### config.mk
export PLATFORM = sky130hd
export DESIGN_NAME = fp_special_case_stage
export DESIGN_NICKNAME = d
export VERILOG_FILES = /design/src/rtl/fp_pkg.sv /design/src/rtl/fp_unpack_classify.sv /design/src/rtl/fp_special_case_stage.sv
export SDC_FILE = /design/constraint.sdc
export NUM_CORES = 1
export LEC_CHECK = 0
export ABC_AREA = 0
export BUFFER_PORTS_ARGS = -buffer_cell sky130_fd_sc_hd__buf_2
export CAP_MARGIN = 40
export CORE_MARGIN = 5
export CORE_UTILIZATION = 57
export DETAILED_ROUTE_END_ITERATION = 10
export GPL_TIMING_DRIVEN = 0
export PLACE_DENSITY = 0.8
export SYNTH_ARGS = -nofsm -noshare
export SYNTH_HDL_FRONTEND = slang
export SYNTH_SLANG_ARGS = --single-unit
### constraint.sdc
create_clock -name clk -period 9.73 [get_ports clk]
set_input_delay 1.946 -clock clk [delete_from_list [all_inputs] [get_ports clk]]
set_output_delay 1.946 -clock clk [all_outputs]
set_load 0.1 [all_outputs]
### src/rtl/fp_pkg.sv
// Shared definitions for the floating-point datapath.
//   - operation encodings (FP_OP_ADD / FP_OP_SUB / FP_OP_MUL; 2'b11 is reserved)
//   - operand class enum produced by fp_unpack_classify
//   - fp_qnan(): canonical quiet NaN {0, all-ones exponent, 1 followed by zeros}
//     for any exponent/mantissa width up to 127 bits in total
package fp_pkg;

    localparam logic [1:0] FP_OP_ADD = 2'b00;
    localparam logic [1:0] FP_OP_SUB = 2'b01;
    localparam logic [1:0] FP_OP_MUL = 2'b10;

    typedef enum logic [2:0] {
        FP_CLS_ZERO    = 3'd0,
        FP_CLS_SUBNORM = 3'd1,
        FP_CLS_NORMAL  = 3'd2,
        FP_CLS_INF     = 3'd3,
        FP_CLS_QNAN    = 3'd4,
        FP_CLS_SNAN    = 3'd5
    } fp_class_e;

    function automatic logic [127:0] fp_qnan(input int exp_w, input int man_w);
        logic [127:0] exp_ones;
        exp_ones = (128'(1) << exp_w) - 128'(1);
        return (exp_ones << man_w) | (128'(1) << (man_w - 1));
    endfunction

endpackage

### src/rtl/fp_unpack_classify.sv
// Combinational unpack and classification of one raw IEEE-754 operand.
// Configuration macro: FP_SUBNORM_EN
//   defined   -> subnormals are classed FP_CLS_SUBNORM (hidden bit 0, exp 1)
//   undefined -> subnormals are flushed: classed FP_CLS_ZERO, mantissa 0
// Ports:
//   word      in   raw operand {sign, exponent, stored mantissa}
//   sign      out  sign bit
//   cls       out  operand class
//   exp_eff   out  effective exponent (1 when the stored exponent is 0)
//   man_full  out  mantissa with hidden bit prepended
module fp_unpack_classify
    import fp_pkg::*;
#(
    parameter int EXP_W = 8,
    parameter int MAN_W = 23,
    localparam int W = 1 + EXP_W + MAN_W
) (
    input  logic [W-1:0]     word,
    output logic             sign,
    output fp_class_e        cls,
    output logic [EXP_W-1:0] exp_eff,
    output logic [MAN_W:0]   man_full
);

    logic [EXP_W-1:0] exp_f;
    logic [MAN_W-1:0] man_f;
    logic             exp_max;
    logic             exp_zero;
    logic             man_zero;

    assign sign     = word[W-1];
    assign exp_f    = word[W-2:MAN_W];
    assign man_f    = word[MAN_W-1:0];
    assign exp_max  = &exp_f;
    assign exp_zero = ~|exp_f;
    assign man_zero = ~|man_f;

    always_comb begin
        cls = FP_CLS_NORMAL;
        if (exp_max) begin
            if (man_zero)
                cls = FP_CLS_INF;
            else if (man_f[MAN_W-1])
                cls = FP_CLS_QNAN;
            else
                cls = FP_CLS_SNAN;
        end else if (exp_zero) begin
            if (man_zero)
                cls = FP_CLS_ZERO;
            else
`ifdef FP_SUBNORM_EN
                cls = FP_CLS_SUBNORM;
`else
                cls = FP_CLS_ZERO;
`endif
        end
    end

    assign exp_eff = exp_zero ? {{(EXP_W-1){1'b0}}, 1'b1} : exp_f;

`ifdef FP_SUBNORM_EN
    assign man_full = {~exp_zero, man_f};
`else
    // A flushed subnormal carries no mantissa bits forward.
    assign man_full = exp_zero ? '0 : {1'b1, man_f};
`endif

endmodule

### src/rtl/fp_special_case_stage.sv
// Special-case stage: resolves NaN / infinity / zero operands into a final
// bypass word, otherwise forwards unpacked operands to the alignment stage.
// One output register plus one skid entry; in_ready depends only on state.
// Configuration macro: FP_SUBNORM_EN (see fp_unpack_classify).
// Ports:
//   clk, rst                 clock, asynchronous active-high reset
//   in_valid/in_ready        upstream handshake
//   in_op, in_a, in_b        operation code and raw operands
//   out_valid/out_ready      downstream handshake
//   out_bypass, out_result   final word valid when out_bypass=1 (else 0)
//   out_op                   registered operation code
//   out_sign_a, out_sign_b   sign A, effective sign B
//   out_exp_a/b, out_man_a/b effective exponents, mantissas with hidden bit
//   out_exp_diff             |exp_a - exp_b|
//   out_a_bigger             |A| >= |B|
//   flag_invalid, flag_clear sticky invalid-operation flag and its clear
module fp_special_case_stage
    import fp_pkg::*;
#(
    parameter int EXP_W = 8,
    parameter int MAN_W = 23,
    localparam int W = 1 + EXP_W + MAN_W
) (
    input  logic             clk,
    input  logic             rst,
    input  logic             in_valid,
    output logic             in_ready,
    input  logic [1:0]       in_op,
    input  logic [W-1:0]     in_a,
    input  logic [W-1:0]     in_b,
    output logic             out_valid,
    input  logic             out_ready,
    output logic             out_bypass,
    output logic [W-1:0]     out_result,
    output logic [1:0]       out_op,
    output logic             out_sign_a,
    output logic             out_sign_b,
    output logic [EXP_W-1:0] out_exp_a,
    output logic [EXP_W-1:0] out_exp_b,
    output logic [MAN_W:0]   out_man_a,
    output logic [MAN_W:0]   out_man_b,
    output logic [EXP_W-1:0] out_exp_diff,
    output logic             out_a_bigger,
    output logic             flag_invalid,
    input  logic             flag_clear
);

    localparam logic [W-1:0] QNAN = W'(fp_qnan(EXP_W, MAN_W));
    localparam int P_W = 1 + W + 2 + 2 + 3 * EXP_W + 2 * (MAN_W + 1) + 1;

    logic             sign_a, sign_b;
    fp_class_e        cls_a, cls_b;
    logic [EXP_W-1:0] exp_a, exp_b;
    logic [MAN_W:0]   man_a, man_b;

    fp_unpack_classify #(.EXP_W(EXP_W), .MAN_W(MAN_W)) u_unpack_a (
        .word(in_a), .sign(sign_a), .cls(cls_a), .exp_eff(exp_a), .man_full(man_a)
    );
    fp_unpack_classify #(.EXP_W(EXP_W), .MAN_W(MAN_W)) u_unpack_b (
        .word(in_b), .sign(sign_b), .cls(cls_b), .exp_eff(exp_b), .man_full(man_b)
    );

    // Stage p0: bypass resolution on the incoming operands
    logic             sign_b_eff_p0, is_mul_p0;
    logic             a_nan, b_nan, a_inf, b_inf, a_zero, b_zero;
    logic             bypass_p0, invalid_p0, a_bigger_p0;
    logic [W-1:0]     result_p0;
    logic [EXP_W-1:0] exp_diff_p0;
    logic [P_W-1:0]   payload_p0;

    assign sign_b_eff_p0 = sign_b ^ (in_op == FP_OP_SUB);
    assign is_mul_p0     = (in_op == FP_OP_MUL);
    assign a_nan  = (cls_a == FP_CLS_QNAN) || (cls_a == FP_CLS_SNAN);
    assign b_nan  = (cls_b == FP_CLS_QNAN) || (cls_b == FP_CLS_SNAN);
    assign a_inf  = (cls_a == FP_CLS_INF);
    assign b_inf  = (cls_b == FP_CLS_INF);
    assign a_zero = (cls_a == FP_CLS_ZERO);
    assign b_zero = (cls_b == FP_CLS_ZERO);

    always_comb begin
        bypass_p0  = 1'b1;
        invalid_p0 = 1'b0;
        result_p0  = '0;
        if (a_nan || b_nan) begin
            // Propagate the first NaN, quieted.
            result_p0  = a_nan ? {in_a[W-1], {EXP_W{1'b1}}, 1'b1, in_a[MAN_W-2:0]}
                               : {in_b[W-1], {EXP_W{1'b1}}, 1'b1, in_b[MAN_W-2:0]};
            invalid_p0 = (cls_a == FP_CLS_SNAN) || (cls_b == FP_CLS_SNAN);
        end else if (a_inf || b_inf) begin
            if (is_mul_p0) begin
                if (a_zero || b_zero) begin
                    result_p0  = QNAN;
                    invalid_p0 = 1'b1;
                end else begin
                    result_p0 = {sign_a ^ sign_b, {EXP_W{1'b1}}, {MAN_W{1'b0}}};
                end
            end else if (a_inf && b_inf && (sign_a != sign_b_eff_p0)) begin
                result_p0  = QNAN;
                invalid_p0 = 1'b1;
            end else begin
                result_p0 = {a_inf ? sign_a : sign_b_eff_p0, {EXP_W{1'b1}}, {MAN_W{1'b0}}};
            end
        end else if (a_zero || b_zero) begin
            if (is_mul_p0)
                result_p0 = {sign_a ^ sign_b, {(W-1){1'b0}}};
            else if (a_zero && b_zero)
                result_p0 = {sign_a & sign_b_eff_p0, {(W-1){1'b0}}};
            else if (a_zero)
                result_p0 = {sign_b_eff_p0, in_b[W-2:0]};
            else
                result_p0 = in_a;
        end else begin
            bypass_p0 = 1'b0;
        end
    end

    assign exp_diff_p0 = (exp_a >= exp_b) ? (exp_a - exp_b) : (exp_b - exp_a);
    assign a_bigger_p0 = {exp_a, man_a} >= {exp_b, man_b};
    assign payload_p0  = {bypass_p0, result_p0, in_op, sign_a, sign_b_eff_p0,
                          exp_a, exp_b, man_a, man_b, exp_diff_p0, a_bigger_p0};

    // Stage p1: output register and skid entry
    logic [P_W-1:0] main_p1, skid_p1;
    logic           vld_p1, skid_vld_p1;
    logic           accept;

    assign in_ready = ~skid_vld_p1;
    assign accept   = in_valid & in_ready;

    always_ff @(posedge clk or posedge rst) begin
        if (rst) begin
            vld_p1      <= 1'b0;
            skid_vld_p1 <= 1'b0;
            main_p1     <= '0;
            skid_p1     <= '0;
        end else if (!vld_p1 || out_ready) begin
            // Main register drains or is empty: refill from skid first to keep order.
            if (skid_vld_p1) begin
                main_p1     <= skid_p1;
                vld_p1      <= 1'b1;
                skid_vld_p1 <= 1'b0;
            end else if (accept) begin
                main_p1 <= payload_p0;
                vld_p1  <= 1'b1;
            end else begin
                vld_p1 <= 1'b0;
            end
        end else if (accept) begin
            skid_p1     <= payload_p0;
            skid_vld_p1 <= 1'b1;
        end
    end

    always_ff @(posedge clk or posedge rst) begin
        if (rst)
            flag_invalid <= 1'b0;
        else if (accept && invalid_p0)
            flag_invalid <= 1'b1;
        else if (flag_clear)
            flag_invalid <= 1'b0;
    end

    assign out_valid = vld_p1;
    assign {out_bypass, out_result, out_op, out_sign_a, out_sign_b,
            out_exp_a, out_exp_b, out_man_a, out_man_b, out_exp_diff, out_a_bigger} = main_p1;

endmodule

==> impl_metrics.py <==
metrics = {
    "run": {
        "timing.max_cap.violations": 0,
    },
    "clocking": {
        "cts.repair_timing.setup_buffer_count": 0,
        "cts_clock_pin_slew_for_the_worst_setup_and_hold_paths_ps": 60,
        "worstSkewPairLatency_ps": 520,
        "clock_tree.htree_level_count": 1,
        "cts-buffers-inserted": 23,
        "ctsResizeCount": 0,
        "root_buffer": "sky130_fd_sc_hd__clkbuf_16",
        "post_cts_hold_buffer_count": 0,
        "cts_tree": "yes",
        "cts_max_path_buffers": 3,
        "clock-sinks": 223,
    },
    "sta": {
        "worst_pin_slew_ps": 872,
        "final_setup_violation_count": 0,
        "grt_setup_unrepaired": "no",
        "achievable-frequency_ghz": 0.170,
        "period_share_pct": 60.5,
        "timing.hold.ws_ps": 473,
        "report.final.slew_viol_count": 0,
        "timing.final.hold_violations": 0,
        "timing.final.crit_period_ps": 5890,
        "fin_worst_skew_ps": 14.3,
        "finalWorstSetupSlack_ps": 3840,
        "slew-limit-headroom_pct": 41.9,
    },
    "critical_path": {
        "required_ps": 10150,
        "critical_path.most_common_cell": "sky130_fd_sc_hd__nor2_1",
        "slowest_stage": "sky130_fd_sc_hd__or4_1",
        "critPathMaxStageDelay_ps": 590,
        "critPathArrivalTime_ps": 6310,
        "crit_buf_inv": 2,
        "worst-r2r-cell-count": 8,
        "timing.critical_path.fanout_max": 10,
        "critical_path_class": "in -> reg",
        "critical_path_cell_count": 15,
        "crit_chain": "buf_2 > or4_1 > nor2_2 > clkbuf_1 > nor2_1 > ha_1 > fa_1 > nand3b_1 > a31oi_1 > nor2_1 > a2111oi_2 > o211ai_1 > and3_1 > or3_1 > a22oi_2",
        "critical_path.startpoint_type": "input pin",
        "critPathTopFamily": "simple AND/OR/NAND/NOR gates",
        "worstSetupEndpointType": "flip-flop",
    },
    "logic_synthesis": {
        "synth_top_flop_cell": "sky130_fd_sc_hd__dfrtp_1",
        "yosysSeqAreaShare_pct": 49.0,
        "synth_cell_types": 65,
        "syn-num-nets": 1436,
        "syn_area_per_cell_um2": 8.61,
        "synth_cells": 1323,
        "synth.ff_latch_count": 223,
        "post_synth_instance_area_um2": 11400,
        "ys_async_sr_fraction_pct": 100,
        "yosysWarnings": 0,
        "synth_edf_count": 0,
    },
    "global_routing": {
        "globalRouteOverflowTotal": 0,
        "grt_first_pass_wirelength_mm": 56.2,
        "globalRoute.busiestLayer": "met2",
        "grtUsageTotal_pct": 31.8,
        "met1_usage_pct": 43.1,
        "largest_net_degree_at_the_start_of_global_routing": 122,
        "grtUsageMet2_pct": 52.1,
        "number_of_antenna_violations_at_the_first_check_in_global_routing": 3,
        "grt_util_met3_pct": 4.61,
        "grt_pass1_vias": 10359,
    },
    "finish": {
        "layout.filler_cells": 1657,
        "layout.nets": 1647,
        "mostFrequentLayoutCell": "sky130_fd_sc_hd__nand2_1",
        "leading_cell_types_in_the_layout_fill_and_taps_excluded": "280 x sky130_fd_sc_hd__nand2_1, 223 x sky130_fd_sc_hd__dfrtp_1, 196 x sky130_fd_sc_hd__o21ai_0",
        "final_cell_area_um2": 13400,
        "finish.cell_count_without_fillers": 1813,
        "area_growth_from_synthesis_to_final_layout_pct": 17.4,
        "share_of_final_layout_standard_cells_stronger_than_drive_strength_1_pct": 17.3,
    },
    "die": {
        "pin_count": 184,
        "die_width_um": 151,
        "initial_utilization_pct": 58.1,
        "rows": 51,
        "die_height_um": 151,
        "core_area_um2": 19600,
        "die_area_um2": 22900,
    },
    "detailed_routing": {
        "dr.pass1.iters": 5,
        "drt-total-wl_mm": 36.4,
        "drt_iter0_drc": 945,
        "wl_per_cell_um": 20.1,
        "via_per_inst": 5.90,
        "route.detailed.drc": 0,
        "drtAntennaViolNets": 0,
        "routed-via-count": 10703,
    },
    "power_and_ir_drop": {
        "power_density_nw_per_um2": 221,
        "p_leak_nw": 6.56,
        "power.total_mw": 2.96,
        "irDropWorstVdd_uv": 189,
    },
    "placement": {
        "place.gp.congestion": 0.996,
        "port-buffer-count": 183,
        "preCtsSetupSlack_ps": 3450,
        "dpl_cell_area_um2": 12700,
        "numPlacedInstances": 1774,
        "dp_hpwl_mm": 27.8,
    },
    "outcome": {
        "outcome": "complete, no violations",
    },
    "worst_hold_path": {
        "worst_hold_path_class": "reg -> reg",
        "holdPathStages": 2,
    },
}
==> flip-flops by register name (all words and copies together), names as in the netlist <==
| name | count |
|---|---|
| skid_vld_p1 | 1 |
| out_valid | 1 |
| main_p1 | 110 |
| flag_invalid | 1 |
| skid_p1 | 110 |
==> through the flow <==
stage	util (%)	setup TNS, ps
after floorplan	-	0
after global placement	64.5	-141420
after detailed placement	64.7	0
after CTS	68.2	0
after global routing	68.2	0
final	68.2	0
==> logic make-up (layout without fill, tap and decap cells) <==
| kind of cell | count (synthesis) | after routing | share of synthesized area [%] |
|---|---|---|---|
| simple gates | 473 | 473 | 17.2 |
| compound gates | 404 | 404 | 20.9 |
| flops | 223 | 223 | 49.0 |
| buf+inv | 150 | 374 | 5.41 |
| fa+ha+maj | 42 | 42 | 4.75 |
| mux | 24 | 24 | 2.14 |
| xor+xnor | 7 | 7 | 0.539 |
| other cells | 0 | 1 | 0 |
==> worst paths after layout <==
path                              start  slack (ps)            to
max                            in_a[30]        3840    main_p1[8]
min                        main_p1[105]         470  main_p1[105]
max reg2reg                   out_valid        6410    skid_p1[8]
min reg2reg                main_p1[105]         470  main_p1[105]
max in group asynchronous           rst        7150    skid_p1[8]
min in group asynchronous           rst        1560   main_p1[44]
==> cells in the mapped netlist, types with 4 or more instances <==
cell                       number  area share (%)
sky130_fd_sc_hd__a21o_1        10            0.66
sky130_fd_sc_hd__a21oi_1      113             5.0
sky130_fd_sc_hd__a22oi_2       21             2.3
sky130_fd_sc_hd__a31oi_1        5            0.27
sky130_fd_sc_hd__buf_1         14            0.46
sky130_fd_sc_hd__buf_4          5            0.33
sky130_fd_sc_hd__clkbuf_1      69             2.3
sky130_fd_sc_hd__dfrtp_1      223              49
sky130_fd_sc_hd__ha_1          40             4.4
sky130_fd_sc_hd__inv_1         54             1.8
sky130_fd_sc_hd__mux2i_1       21             1.8
sky130_fd_sc_hd__nand2_1      280             9.2
sky130_fd_sc_hd__nand2b_1       6            0.33
sky130_fd_sc_hd__nand3_1        7            0.31
sky130_fd_sc_hd__nand4_1       11            0.60
sky130_fd_sc_hd__nor2_1       122             4.0
sky130_fd_sc_hd__nor2b_1        5            0.27
sky130_fd_sc_hd__nor3_1         7            0.31
sky130_fd_sc_hd__nor4_1        13            0.71
sky130_fd_sc_hd__o211ai_1       6            0.40
sky130_fd_sc_hd__o21ai_0      196             8.6
sky130_fd_sc_hd__o21ai_1       22            0.97
sky130_fd_sc_hd__or4_1          5            0.33
sky130_fd_sc_hd__xor2_1         4            0.31
==> worst reg2reg max path, cell delays in order, from the launching register on <==
cell and delay, ps:
sky130_fd_sc_hd__dfrtp_1 370, sky130_fd_sc_hd__nand2b_1 90, sky130_fd_sc_hd__clkbuf_1 340, sky130_fd_sc_hd__nand3b_1 380, sky130_fd_sc_hd__clkbuf_1 560, sky130_fd_sc_hd__clkbuf_1 660
sky130_fd_sc_hd__clkbuf_1 580, sky130_fd_sc_hd__nand2_1 140, sky130_fd_sc_hd__o31ai_1 100
==> layout make-up <==
| class | count | area [µm²] | area share [%] |
|---|---|---|---|
| flip-flops and latches | 223 | 5580 | 41.8 |
| multi-input cells | 950 | 5190 | 38.8 |
| repair buffers | 186 | 956 | 7.15 |
| clock buffers | 32 | 619 | 4.63 |
| plain buffers | 95 | 409 | 3.06 |
| well taps | 265 | 332 | 2.48 |
| inverters | 55 | 214 | 1.60 |
| clock inverters | 6 | 61.3 | 0.459 |
| diodes | 1 | 2.50 | 0.0187 |
==> power by group <==
group          switching [mW]  internal (mW)  leakage, nW
Clock                   0.357          0.469        0.331
Sequential             0.0755           1.07         2.87
Combinational           0.810          0.177         3.36
Total                    1.24           1.71         6.56
==> metal layers <==
layer | share of wire [%] | routed length (µm)
met4 | 3.9 | 1410
met1 | 41 | 14800
met3 | 8.1 | 2960
met2 | 47 | 17200
met5 | 0.060 | 22
(Power assumes the default switching activity.)
